<file path="src/rtl/conv_subblock_reader.sv">
// conv_subblock_reader
// Pops one byte-triple at a time from the convolutional encoder's three
// sub-block buffers and re-emits it as an interleaved byte stream
// (q0, q1, q2, q0, ...) over a valid/ready handshake.
// Optional block counter: define CONV_READER_STATS_EN to add the blk_count port.
//
// state  | meaning
// IDLE   | waiting for computation_done; latches block size on start
// REQ    | rdreq_subblock high for one cycle
// WAIT   | encoder bytes valid; capture into h0..h2
// EMIT0  | present h0 (stream 0) until accepted
// EMIT1  | present h1 (stream 1) until accepted
// EMIT2  | present h2 (stream 2) until accepted; advance byte count
// DONE   | block finished; wait for computation_done to drop
module conv_subblock_reader #(
  parameter int SHORT_BYTES = 132,
  parameter int LONG_BYTES  = 768
) (
  input  logic       clk,
  input  logic       reset,
  input  logic       computation_done,
  input  logic       code_block_length,
  input  logic [7:0] q0,
  input  logic [7:0] q1,
  input  logic [7:0] q2,
  output logic       rdreq_subblock,
  output logic [7:0] out_data,
  output logic [1:0] out_stream,
  output logic       out_valid,
  input  logic       out_ready,
  output logic       out_last,
  output logic       busy
`ifdef CONV_READER_STATS_EN
  ,
  output logic [15:0] blk_count
`endif
);

  typedef enum logic [2:0] {
    S_IDLE  = 3'd0,
    S_REQ   = 3'd1,
    S_WAIT  = 3'd2,
    S_EMIT0 = 3'd3,
    S_EMIT1 = 3'd4,
    S_EMIT2 = 3'd5,
    S_DONE  = 3'd6
  } state_t;

  state_t     state_q, state_d;
  logic       len_sel_q, len_sel_d;
  logic [9:0] byte_cnt_q, byte_cnt_d;
  logic [7:0] h0_q, h0_d;
  logic [7:0] h1_q, h1_d;
  logic [7:0] h2_q, h2_d;
  logic [9:0] n_bytes;
  logic [9:0] n_last;
  logic [9:0] byte_cnt_inc;

`ifdef CONV_READER_STATS_EN
  logic [15:0] blk_cnt_q, blk_cnt_d;
  assign blk_count = blk_cnt_q;
`endif

  // Block length is fixed for the whole block by the value latched at start.
  assign n_bytes      = len_sel_q ? 10'(LONG_BYTES) : 10'(SHORT_BYTES);
  assign n_last       = n_bytes - 10'd1;
  assign byte_cnt_inc = byte_cnt_q + 10'd1;

  // State and datapath registers; reset aborts any block in flight.
  always_ff @(posedge clk or negedge reset) begin
    if (!reset) begin
      state_q    <= S_IDLE;
      len_sel_q  <= 1'b0;
      byte_cnt_q <= 10'd0;
      h0_q       <= 8'd0;
      h1_q       <= 8'd0;
      h2_q       <= 8'd0;
`ifdef CONV_READER_STATS_EN
      blk_cnt_q  <= 16'd0;
`endif
    end else begin
      state_q    <= state_d;
      len_sel_q  <= len_sel_d;
      byte_cnt_q <= byte_cnt_d;
      h0_q       <= h0_d;
      h1_q       <= h1_d;
      h2_q       <= h2_d;
`ifdef CONV_READER_STATS_EN
      blk_cnt_q  <= blk_cnt_d;
`endif
    end
  end

  // Next-state and datapath update.
  always_comb begin
    state_d    = state_q;
    len_sel_d  = len_sel_q;
    byte_cnt_d = byte_cnt_q;
    h0_d       = h0_q;
    h1_d       = h1_q;
    h2_d       = h2_q;
`ifdef CONV_READER_STATS_EN
    blk_cnt_d  = blk_cnt_q;
`endif
    case (state_q)
      S_IDLE: begin
        if (computation_done) begin
          len_sel_d  = code_block_length;
          byte_cnt_d = 10'd0;
          state_d    = S_REQ;
        end
      end
      S_REQ:   state_d = S_WAIT;
      S_WAIT: begin
        h0_d    = q0;
        h1_d    = q1;
        h2_d    = q2;
        state_d = S_EMIT0;
      end
      S_EMIT0: if (out_ready) state_d = S_EMIT1;
      S_EMIT1: if (out_ready) state_d = S_EMIT2;
      S_EMIT2: begin
        if (out_ready) begin
          byte_cnt_d = byte_cnt_inc;
          if (byte_cnt_inc == n_bytes) begin
            state_d = S_DONE;
`ifdef CONV_READER_STATS_EN
            blk_cnt_d = blk_cnt_q + 16'd1;
`endif
          end else begin
            state_d = S_REQ;
          end
        end
      end
      // Stay here while the encoder still reports the old block as ready.
      S_DONE:  if (!computation_done) state_d = S_IDLE;
      default: state_d = S_IDLE;
    endcase
  end

  // Outputs decoded purely from registered state and holding registers.
  always_comb begin
    rdreq_subblock = (state_q == S_REQ);
    busy           = (state_q != S_IDLE);
    out_valid      = 1'b0;
    out_data       = 8'd0;
    out_stream     = 2'd0;
    out_last       = 1'b0;
    case (state_q)
      S_EMIT0: begin
        out_valid  = 1'b1;
        out_data   = h0_q;
        out_stream = 2'd0;
      end
      S_EMIT1: begin
        out_valid  = 1'b1;
        out_data   = h1_q;
        out_stream = 2'd1;
      end
      S_EMIT2: begin
        out_valid  = 1'b1;
        out_data   = h2_q;
        out_stream = 2'd2;
        out_last   = (byte_cnt_q == n_last);
      end
      default: ;
    endcase
  end

endmodule

</file>
<file path="config.mk">
export PLATFORM = sky130hd
export DESIGN_NAME = conv_subblock_reader
export DESIGN_NICKNAME = d
export VERILOG_FILES = /design/src/rtl/conv_subblock_reader.sv
export SDC_FILE = /design/constraint.sdc
export NUM_CORES = 1
export LEC_CHECK = 0
export CORE_MARGIN = 2
export CORE_UTILIZATION = 33
export DETAILED_ROUTE_END_ITERATION = 16
export GPL_TIMING_DRIVEN = 0
export PLACE_DENSITY = 0.52
export SETUP_SLACK_MARGIN = 0.2
export SYNTH_ARGS = -nofsm -noshare
export SYNTH_HDL_FRONTEND = slang
export SYNTH_SLANG_ARGS = --single-unit
</file>
<file path="constraint.sdc">
create_clock -name clk -period 4.9 [get_ports clk]
set_clock_uncertainty 0.1 [all_clocks]
set_input_delay 0.735 -clock clk [delete_from_list [all_inputs] [get_ports clk]]
set_output_delay 0.735 -clock clk [all_outputs]
set_load 0.01 [all_outputs]
</file>
; Word-level counts from Yosys, hierarchy flattened
; Index checks and enable logic that the tools add are counted.
[classes]
reduce_logical = 7
n_mux = 15
add_sub_neg = 2
eq_ne = 13
[ops]
columns = cell, count
row1 = $mux 10, 3
row2 = $pmux 8 s3, 1
row3 = $pmux 3 s7, 1
row4 = $eq 10x10->1, 2
row5 = $pmux 10 s2, 1
row6 = $mux 3, 6
row7 = $add 10x1->10 const B, 1
row8 = $ne 2x2->1 const B, 5
row9 = $sub 10x1->10 const B, 1
row10 = $eq 3x3->1 const B, 3
row11 = $eq 3x2->1 const B, 2
row12 = $reduce_and 5->1, 1
row13 = $pmux 2 s2, 1
row14 = $eq 3x1->1 const B, 1
row15 = $logic_not 3->1, 1
row16 = $reduce_and 3->1, 1
row17 = $reduce_bool 3->1, 1
row18 = $reduce_or 3->1, 1
row19 = $mux 1, 2
row20 = $reduce_and 2->1, 1
row21 = $reduce_bool 2->1, 1
[word_totals]
inputBits = 29
output_inout_bits = 14
register_bits = 38

; Logic depth before layout (Yosys ltp)
; Gate-level depths: netlist (run 1).
[logic_depth]
ltp_word = 5
depth_mapped = 8

; Least setup slack after synthesis (run 1)
; Ideal clock, no wire load.
[synth_path]
path_kind = register to output
startpoint = reg state_q[0]
endpoint = out out_data[0]
t_required_ns = 4.065
slack_ns = 2.537
arrival_time_ns = 1.528
path_stages_with_launch = 4
path_cell_list = dfrtp_1 -> buf_4 -> nor3_1 -> a22o_1
[synth_via]
elab_chain_cells = 2
elab_cells_between_ends = 4
[synth_lines]
columns = item, line_no
row1 = start: declaration, 49  ; state_t state_q, state_d;
row2 = start signal: assignment, 82  ; state_q <= state_d;
row3 = $eq 3x3->1 / $eq 3x2->1 (equally long branches), 149  ; case (state_q)
row4 = $pmux 8 s3 *, 149
row5 = end: declaration, 27  ; output logic [7:0] out_data,
; Mark *: on every way between the ends. The rest lies on a longest branch, timed or not.

; Final worst setup path (run 1)
[layout_path]
startpoint = reg state_q[2]
endpoint = out out_data[3]
; The elaborated chain is that of the path after synthesis.

==> flow_summary.rst, run 1 <==
.. list-table::
   :header-rows: 1

   * - Metric
     - Value
   * - Critical-path cell with the highest stage delay
     - sky130_fd_sc_hd__nor3_1
   * - Post-layout total power
     - 1.41 mW
   * - Post-synth ARST share
     - 1.00
   * - Area growth from synthesis to layout
     - 31.1%
   * - EDFF count, synth
     - 0
   * - Port Buf Inserts
     - 42
   * - Register-to-register setup slack
     - between 2 and 2.5 ns
   * - Buf/Inv on CP
     - 2
   * - Combinational power share
     - 0.445
   * - VDD IR-drop max
     - ~0.00026 V
   * - Total number of cells along the worst setup path
     - 4
   * - Commonest cells in the synthesized netlist
     - sky130_fd_sc_hd__dfrtp_1, sky130_fd_sc_hd__mux2_2, sky130_fd_sc_hd__o21ai_0
   * - Placeable core area
     - between 5000 and 6000 um2
   * - Final hold violation count
     - 0
   * - Share of total power in sequential cells
     - 0.364
   * - Clock Latency Late Sink
     - 0.29 ns
   * - Dominant cell by count in the synthesized netlist
     - sky130_fd_sc_hd__dfrtp_1
   * - Worst path cell trace
     - inv_1, nor3_1, a22o_1, clkdlybuf4s50_1
   * - Overall routing resource usage
     - 0.157
   * - CTS max path bufs
     - 2
   * - Hold buffers post-CTS
     - 0
   * - Switching power total
     - about 0.46 mW
   * - Area fraction in compound gates after synthesis
     - 0.197
   * - Number of fill cells
     - 572
   * - Net switching share of the total power
     - 0.329
   * - Arrival time worst endpoint
     - approximately 2.7 ns
   * - Synthesized area per cell
     - approximately 11 um2
   * - # rows
     - 28
   * - Setup TNS Final
     - 0 ns
   * - Crit path setup slack, layout
     - about 1.4 ns
   * - Die extent in y
     - ~83 um
   * - Htree depth
     - 2
   * - Final period utilization
     - 0.711
   * - Number of buffers inserted to repair setup after CTS
     - 0
   * - Detailed-route wire length
     - about 5 mm
   * - Routed wire per std cell
     - about 16 um
   * - Total nets after synthesis
     - 225
   * - Pin count of the biggest net entering global routing
     - 21
   * - Largest cells by area after synthesis
     - sky130_fd_sc_hd__dfrtp_1, sky130_fd_sc_hd__mux2_2, sky130_fd_sc_hd__a22o_1
   * - Warnings, synthesis
     - 0
   * - Clock transition at the registers of the reported paths
     - ~0.08 ns
   * - Vias in the first global route
     - roughly 1700
   * - Detailed placer's ending HPWL
     - approximately 3.6 mm
   * - Global-route wire length before repair
     - between 8 and 9 mm
   * - Post-detailed-route via-to-cell ratio
     - 5.22
   * - Kind of capture point of the worst setup path
     - primary output
   * - Main combinational cell family by area after synthesis
     - compound AO/OA/AOI/OAI gates
   * - Initial detailed-routing violation count
     - slightly below 70
   * - Kind of cell with the highest combined delay on the critical path
     - simple AND/OR/NAND/NOR gates
   * - Die W
     - 83.4 um
   * - Number of instances in the placed design
     - 313
   * - Post-synthesis sequential area ratio
     - 0.457
   * - Starting density of the core
     - 0.347
   * - Max_slew headroom
     - 0.220
   * - Area share of fa/ha/maj cells after synthesis
     - 0.00601
   * - Pre-CTS setup slack
     - 1.70 ns
   * - Main flop type after synthesis
     - sky130_fd_sc_hd__dfrtp_1
   * - Post-Synth XOR/XNOR Area
     - 0.00421
   * - Util after Layout
     - 0.455
   * - Setup violations, final
     - 0
   * - Post-synth top area cell
     - sky130_fd_sc_hd__dfrtp_1
   * - Antenna Diode Count
     - 0
   * - Number of synthesized register bits
     - 38
   * - Critical path class
     - register to primary output
   * - Reg-to-reg startpoint
     - byte_cnt_q[0]
   * - Result of the run
     - finished, final reports clean
   * - CTS tree
     - yes
   * - Crit Path Max Fanout
     - 9
   * - Simple-gate share of the synthesized area
     - 0.142
   * - Int Power
     - 0.944 mW
   * - Pins Over Slew Limit
     - 0
   * - Fin crit period
     - ~3.5 ns
   * - Worst R2R Path Depth
     - 8
   * - Clock network fraction of total power
     - 0.191
   * - 1st-pass router iterations
     - 4
   * - Classification of the worst-slack hold path
     - input pin to async pin
   * - Net count of the finished layout
     - between 200 and 300
   * - Reg-to-reg critical path endpoint
     - state_q[1]
   * - FF/Latch Area
     - ~950 um2
   * - Max Clk Rate
     - approximately 290 MHz
   * - Nature of the critical path startpoint
     - register
   * - Share of post-route cells with drive strength above 1
     - 0.203
   * - Slew at the pin closest to its max-slew limit
     - around 1.2 ns
   * - Clock tree root buffer cell
     - sky130_fd_sc_hd__clkbuf_8
   * - LEAKAGE
     - 1.12 nW
   * - Initial antenna violation count
     - 0
   * - Footprint of the multi-input gates
     - just over 1000 um2
   * - Inserted Clock Buffers
     - 5
   * - Critical path launch point
     - state_q[2]
   * - Worst path required time
     - between 4 and 5 ns
   * - GP Congestion
     - 0.841
   * - DIE AREA
     - a little under 7000 um2
   * - RSZ-0062 raised after global routing
     - no
   * - Clock sink total
     - 38
   * - Max cap viols
     - 0
   * - Post-synthesis instance total
     - ~200
   * - Maximum single-stage delay on the critical path
     - 0.90 ns
   * - PD cells
     - a little over 500 nW/um2
   * - Mapped Area
     - roughly 2100 um2
   * - Vias after detailed routing
     - 1676
   * - Portion of netlist area occupied by mux cells
     - 0.135
   * - Last element of the critical path
     - out_data[3]
   * - Top-level I/O count
     - 43
   * - Post-cts gate resize count
     - 0
   * - Remaining Overflow, GRT
     - 0
   * - Number of distinct library cells after synthesis
     - 48
   * - Number of standard cells in the layout, taps in and fillers out
     - roughly 320
   * - Antenna-violating nets left
     - 0
   * - # DRC
     - 0
   * - Share of the synthesized area in the top cell type
     - 0.457
[worst min-delay path by stage]
| stage | from | end | slack (ns) | cells after the start |
|---|---|---|---|---|
| 3_5_place_dp | h1_q[5] | h1_q[5] | 0.40 | 1 |
| 4_1_cts | reset | h1_q[2] | 0.33 | 1 |
| 3_3_place_gp | h2_q[4] | h2_q[4] | 0.39 | 1 |
| 2_1_floorplan | reset | byte_cnt_q[0] | 0.34 | 0 |
| 5_1_grt | reset | h1_q[6] | 0.33 | 1 |
| 6_report | reset | h1_q[6] | 0.31 | 1 |
[layout by cell type (no fill, tap or decap), types with 2 or more instances in the layout]
master                            count
sky130_fd_sc_hd__nand4_1              3
sky130_fd_sc_hd__nor4_1               2
sky130_fd_sc_hd__and3_1               3
sky130_fd_sc_hd__o211ai_1             2
sky130_fd_sc_hd__dfrtp_1             38
sky130_fd_sc_hd__inv_1                4
sky130_fd_sc_hd__a31oi_1              2
sky130_fd_sc_hd__a21oi_1              6
sky130_fd_sc_hd__nor2_1               7
sky130_fd_sc_hd__o31ai_1              2
sky130_fd_sc_hd__buf_4                2
sky130_fd_sc_hd__clkdlybuf4s50_1     41
sky130_fd_sc_hd__and2_1               2
sky130_fd_sc_hd__nand2_1             15
sky130_fd_sc_hd__buf_6                2
sky130_fd_sc_hd__clkbuf_1             5
sky130_fd_sc_hd__a22o_1              17
sky130_fd_sc_hd__clkbuf_8             5
sky130_fd_sc_hd__nor2b_1              3
sky130_fd_sc_hd__o21ai_0             18
sky130_fd_sc_hd__mux2_2              24
sky130_fd_sc_hd__buf_2                4
sky130_fd_sc_hd__o41ai_1              2
sky130_fd_sc_hd__nand3_1              6
sky130_fd_sc_hd__nor3_1               3
[worst register-to-register path, cell delays in order, from the launching register on]
cell and delay (ns):
sky130_fd_sc_hd__dfrtp_1 0.43, sky130_fd_sc_hd__ha_1 0.25, sky130_fd_sc_hd__buf_12 0.14, sky130_fd_sc_hd__xnor2_1 0.12
sky130_fd_sc_hd__or2_2 0.27, sky130_fd_sc_hd__a2111oi_0 0.60, sky130_fd_sc_hd__o211ai_1 0.18, sky130_fd_sc_hd__a21oi_1 0.18
sky130_fd_sc_hd__o21bai_1 0.11
[layer usage]
metal  global-route usage  up-vias  wire length [um]
li1                     -      828                 -
met1                0.221      813              2550
met2                0.238       27              2300
met3               0.0378        8               174
met4               0.0492        0                59
met5                    0        -                 0
[state kept, by name, summed over array words and instances (netlist names)]
register / cells
h2_q: 8
len_sel_q: 1
byte_cnt_q: 10
state_q: 3
h0_q: 8
h1_q: 8
[area by class of cell]
class	instances	area share
Inverter	5	0.00688
Sequential cell	38	0.349
Clock inverter	2	0.0138
Buffer	14	0.0381
Tap cell	75	0.0344
Multi-Input combinational cell	138	0.369
Timing Repair Buffer	43	0.162
Clock buffer	6	0.0266
[power groups by stage]
stage	combinational [mW]	clock, mW	sequential [mW]
after floorplan	0.420	0	0.499
after global placement	0.626	0	0.517
after detailed placement	0.633	0	0.519
after CTS	0.636	0.279	0.514
after global routing	0.685	0.290	0.532
final	0.626	0.269	0.513
[per-stage QoR]
step	cell area, um2	hold WS (ns)
global placement	2590	0.390
CTS	2730	0.326
finish	2730	0.313
detailed placement	2620	0.397
floorplan	2080	0.339
global route	2730	0.335
[logic make-up (layout without fill, tap and decap cells)]
kind of cell | count (synthesis) | count (layout)
AOI/OAI and AO/OA | 58 | 58
xor gates and xnor gates | 1 | 1
adders and majority gates | 1 | 1
buffers and inverters | 19 | 70
DFF | 38 | 38
muxes | 25 | 25
and+or+nand+nor | 53 | 53
No activity file was read; power rests on OpenSTA's default activity.
==> run 2, diff against run 1 <==
--- a/config.mk
+++ b/config.mk
@@ -9,7 +9,7 @@
 export CORE_UTILIZATION = 33
 export DETAILED_ROUTE_END_ITERATION = 16
 export GPL_TIMING_DRIVEN = 0
-export PLACE_DENSITY = 0.52
+export PLACE_DENSITY = 0.54
 export SETUP_SLACK_MARGIN = 0.2
 export SYNTH_ARGS = -nofsm -noshare
 export SYNTH_HDL_FRONTEND = slang
==> constraint.sdc (replaced) <==
create_clock -name clk -period 2.8 [get_ports clk]
set_clock_uncertainty 0.1 [all_clocks]
set_input_delay 0.42 -clock clk [delete_from_list [all_inputs] [get_ports clk]]
set_output_delay 0.42 -clock clk [all_outputs]
set_load 0.01 [all_outputs]
==> flow_summary.rst, run 2 (synthesized netlist as in run 1, its figures left out) <==
.. list-table::
   :header-rows: 1

   * - Metric
     - Value
   * - LEAKAGE
     - 1.18 nW
   * - Global-route wire length before repair
     - around 8.3 mm
   * - CTS tree
     - yes
   * - DIE AREA
     - 6960 um2
   * - Kind of capture point of the worst setup path
     - primary output
   * - Max Clk Rate
     - around 400 MHz
   * - Final period utilization
     - 0.899
   * - Arrival time worst endpoint
     - about 2.0 ns
   * - Slew at the pin closest to its max-slew limit
     - between 0.7 and 0.8 ns
   * - Vias in the first global route
     - 1607
   * - Net count of the finished layout
     - 278
   * - Area growth from synthesis to layout
     - 34.3%
   * - Number of instances in the placed design
     - ~310
   * - Post-layout total power
     - between 2 and 3 mW
   * - Top-level I/O count
     - 43
   * - Overall routing resource usage
     - 0.152
   * - Kind of cell with the highest combined delay on the critical path
     - buffers and inverters
   * - GP Congestion
     - between 0.8 and 0.9
   * - Antenna Diode Count
     - 0
   * - Number of standard cells in the layout, taps in and fillers out
     - about 320
   * - 1st-pass router iterations
     - 4
   * - Util after Layout
     - 0.466
   * - Register containing the most flip-flops in the final layout
     - byte_cnt_q
   * - Critical path class
     - register to primary output
   * - Most common library cell in the layout ignoring fill and taps
     - sky130_fd_sc_hd__clkdlybuf4s50_1
   * - Pin count of the biggest net entering global routing
     - 39
   * - Placeable core area
     - 5990 um2
   * - Detailed-route wire length
     - 5.09 mm
   * - Port Buf Inserts
     - 42
   * - Initial detailed-routing violation count
     - 90
   * - # rows
     - 28
   * - Inserted Clock Buffers
     - 5
   * - # DRC
     - 0
   * - Register-to-register setup slack
     - 0.42 ns
   * - Most used cell, CP
     - sky130_fd_sc_hd__a22o_1
   * - Starting density of the core
     - 0.347
   * - RSZ-0062 raised after global routing
     - no
   * - CTS max path bufs
     - 2
   * - VDD IR-drop max
     - between 0.0003 and 0.0004 V
   * - Classification of the worst-slack hold path
     - register to register
   * - Htree depth
     - 2
   * - PD cells
     - between 900 and 1000 nW/um2
   * - Post-detailed-route via-to-cell ratio
     - roughly 5.3
   * - Flip-flop count of the largest register after layout
     - 10
   * - Clock sink total
     - 38
   * - Critical-path cell with the highest stage delay
     - sky130_fd_sc_hd__clkdlybuf4s50_1
   * - Crit Path Max Fanout
     - 10
   * - Fin crit period
     - 2.52 ns
   * - Pins Over Slew Limit
     - 0
   * - Die extent in y
     - approximately 83 um
   * - Max_slew headroom
     - 0.483
   * - Max cap viols
     - 0
   * - Worst path required time
     - 2.28 ns
   * - Total placed instance area
     - between 2000 and 3000 um2
   * - Result of the run
     - finished, final reports clean
   * - Maximum single-stage delay on the critical path
     - ~0.47 ns
   * - Clock transition at the registers of the reported paths
     - 0.08 ns
   * - Antenna-violating nets left
     - 0
   * - Worst path cell trace
     - nor2b_1, buf_4, a22o_1, a22o_1, clkdlybuf4s50_1
   * - Clock tree root buffer cell
     - sky130_fd_sc_hd__clkbuf_8
   * - Routed wire per std cell
     - about 16 um
   * - Detailed placer's ending HPWL
     - roughly 3.5 mm
   * - Remaining Overflow, GRT
     - 0
   * - Final hold violation count
     - 0
   * - Share of post-route cells with drive strength above 1
     - 0.229
   * - Die W
     - ~83 um
   * - Buf/Inv on CP
     - 2
   * - Commonest non-fill, non-tap cells in the layout
     - sky130_fd_sc_hd__clkdlybuf4s50_1, sky130_fd_sc_hd__dfrtp_1, sky130_fd_sc_hd__mux2_2, sky130_fd_sc_hd__o21ai_0, sky130_fd_sc_hd__a22o_1
   * - Initial antenna violation count
     - 0
   * - Setup violations, final
     - 0
   * - Nature of the critical path startpoint
     - register
   * - Post-route cell area
     - between 2000 and 3000 um2
   * - Vias after detailed routing
     - roughly 1700
   * - Clock Latency Late Sink
     - approximately 0.30 ns
## run 2: final timing paths
path	start	cells past startpoint	end
max	state_q[2]	5	out_data[6]
min	h2_q[5]	1	h2_q[5]
max reg2reg	byte_cnt_q[0]	8	state_q[1]
min reg2reg	h2_q[5]	1	h2_q[5]
max in group asynchronous	reset	3	state_q[2]
min in group asynchronous	reset	3	h1_q[6]
## run 2: power breakdown
part / switching, mW / total, mW / internal, mW
logic: 0.489 / 1.12 / 0.633
clock network: 0.212 / 0.569 / 0.357
registers: 0.127 / 0.898 / 0.770
total: 0.828 / 2.59 / 1.76
## run 2: timing repair
item                       in CTS  in global routing
setup endpoints to repair      10                  4
hold buffers                    1                  0
buffers inserted                2                  0
hold endpoints to repair       38                  0
pin swaps                       1                  0
resized for setup               7                  2
## run 2: layer usage
layer  global-route usage  routed length (um)  vias to the layer above
met5                    0                   0                        -
met4               0.0492                  74                        0
met3               0.0398                 191                        7
met2                0.224                2250                       32
met1                0.216                2580                      841
li1                     -                   -                      843
## run 2: area by class of cell
type / instances / area, um2
repair buffers: 46 / 462
clock buffers: 5 / 68.8
well taps: 75 / 93.8
plain buffers: 14 / 110
multi-input cells: 138 / 1020
clock inverters: 3 / 68.8
inverters: 5 / 18.8
flip-flops and latches: 38 / 952
fillers: 586 / 3200
## run 2: stage by stage
step	setup slack [ns]	TNS, ns	hold WS, ns
after floorplan	0.664	0	0.0244
after global placement	-0.0412	-0.185	0.390
after detailed placement	-0.131	-0.931	0.306
after CTS	0.212	0	0.415
after global routing	0.200	0	0.426
final	0.282	0	0.410
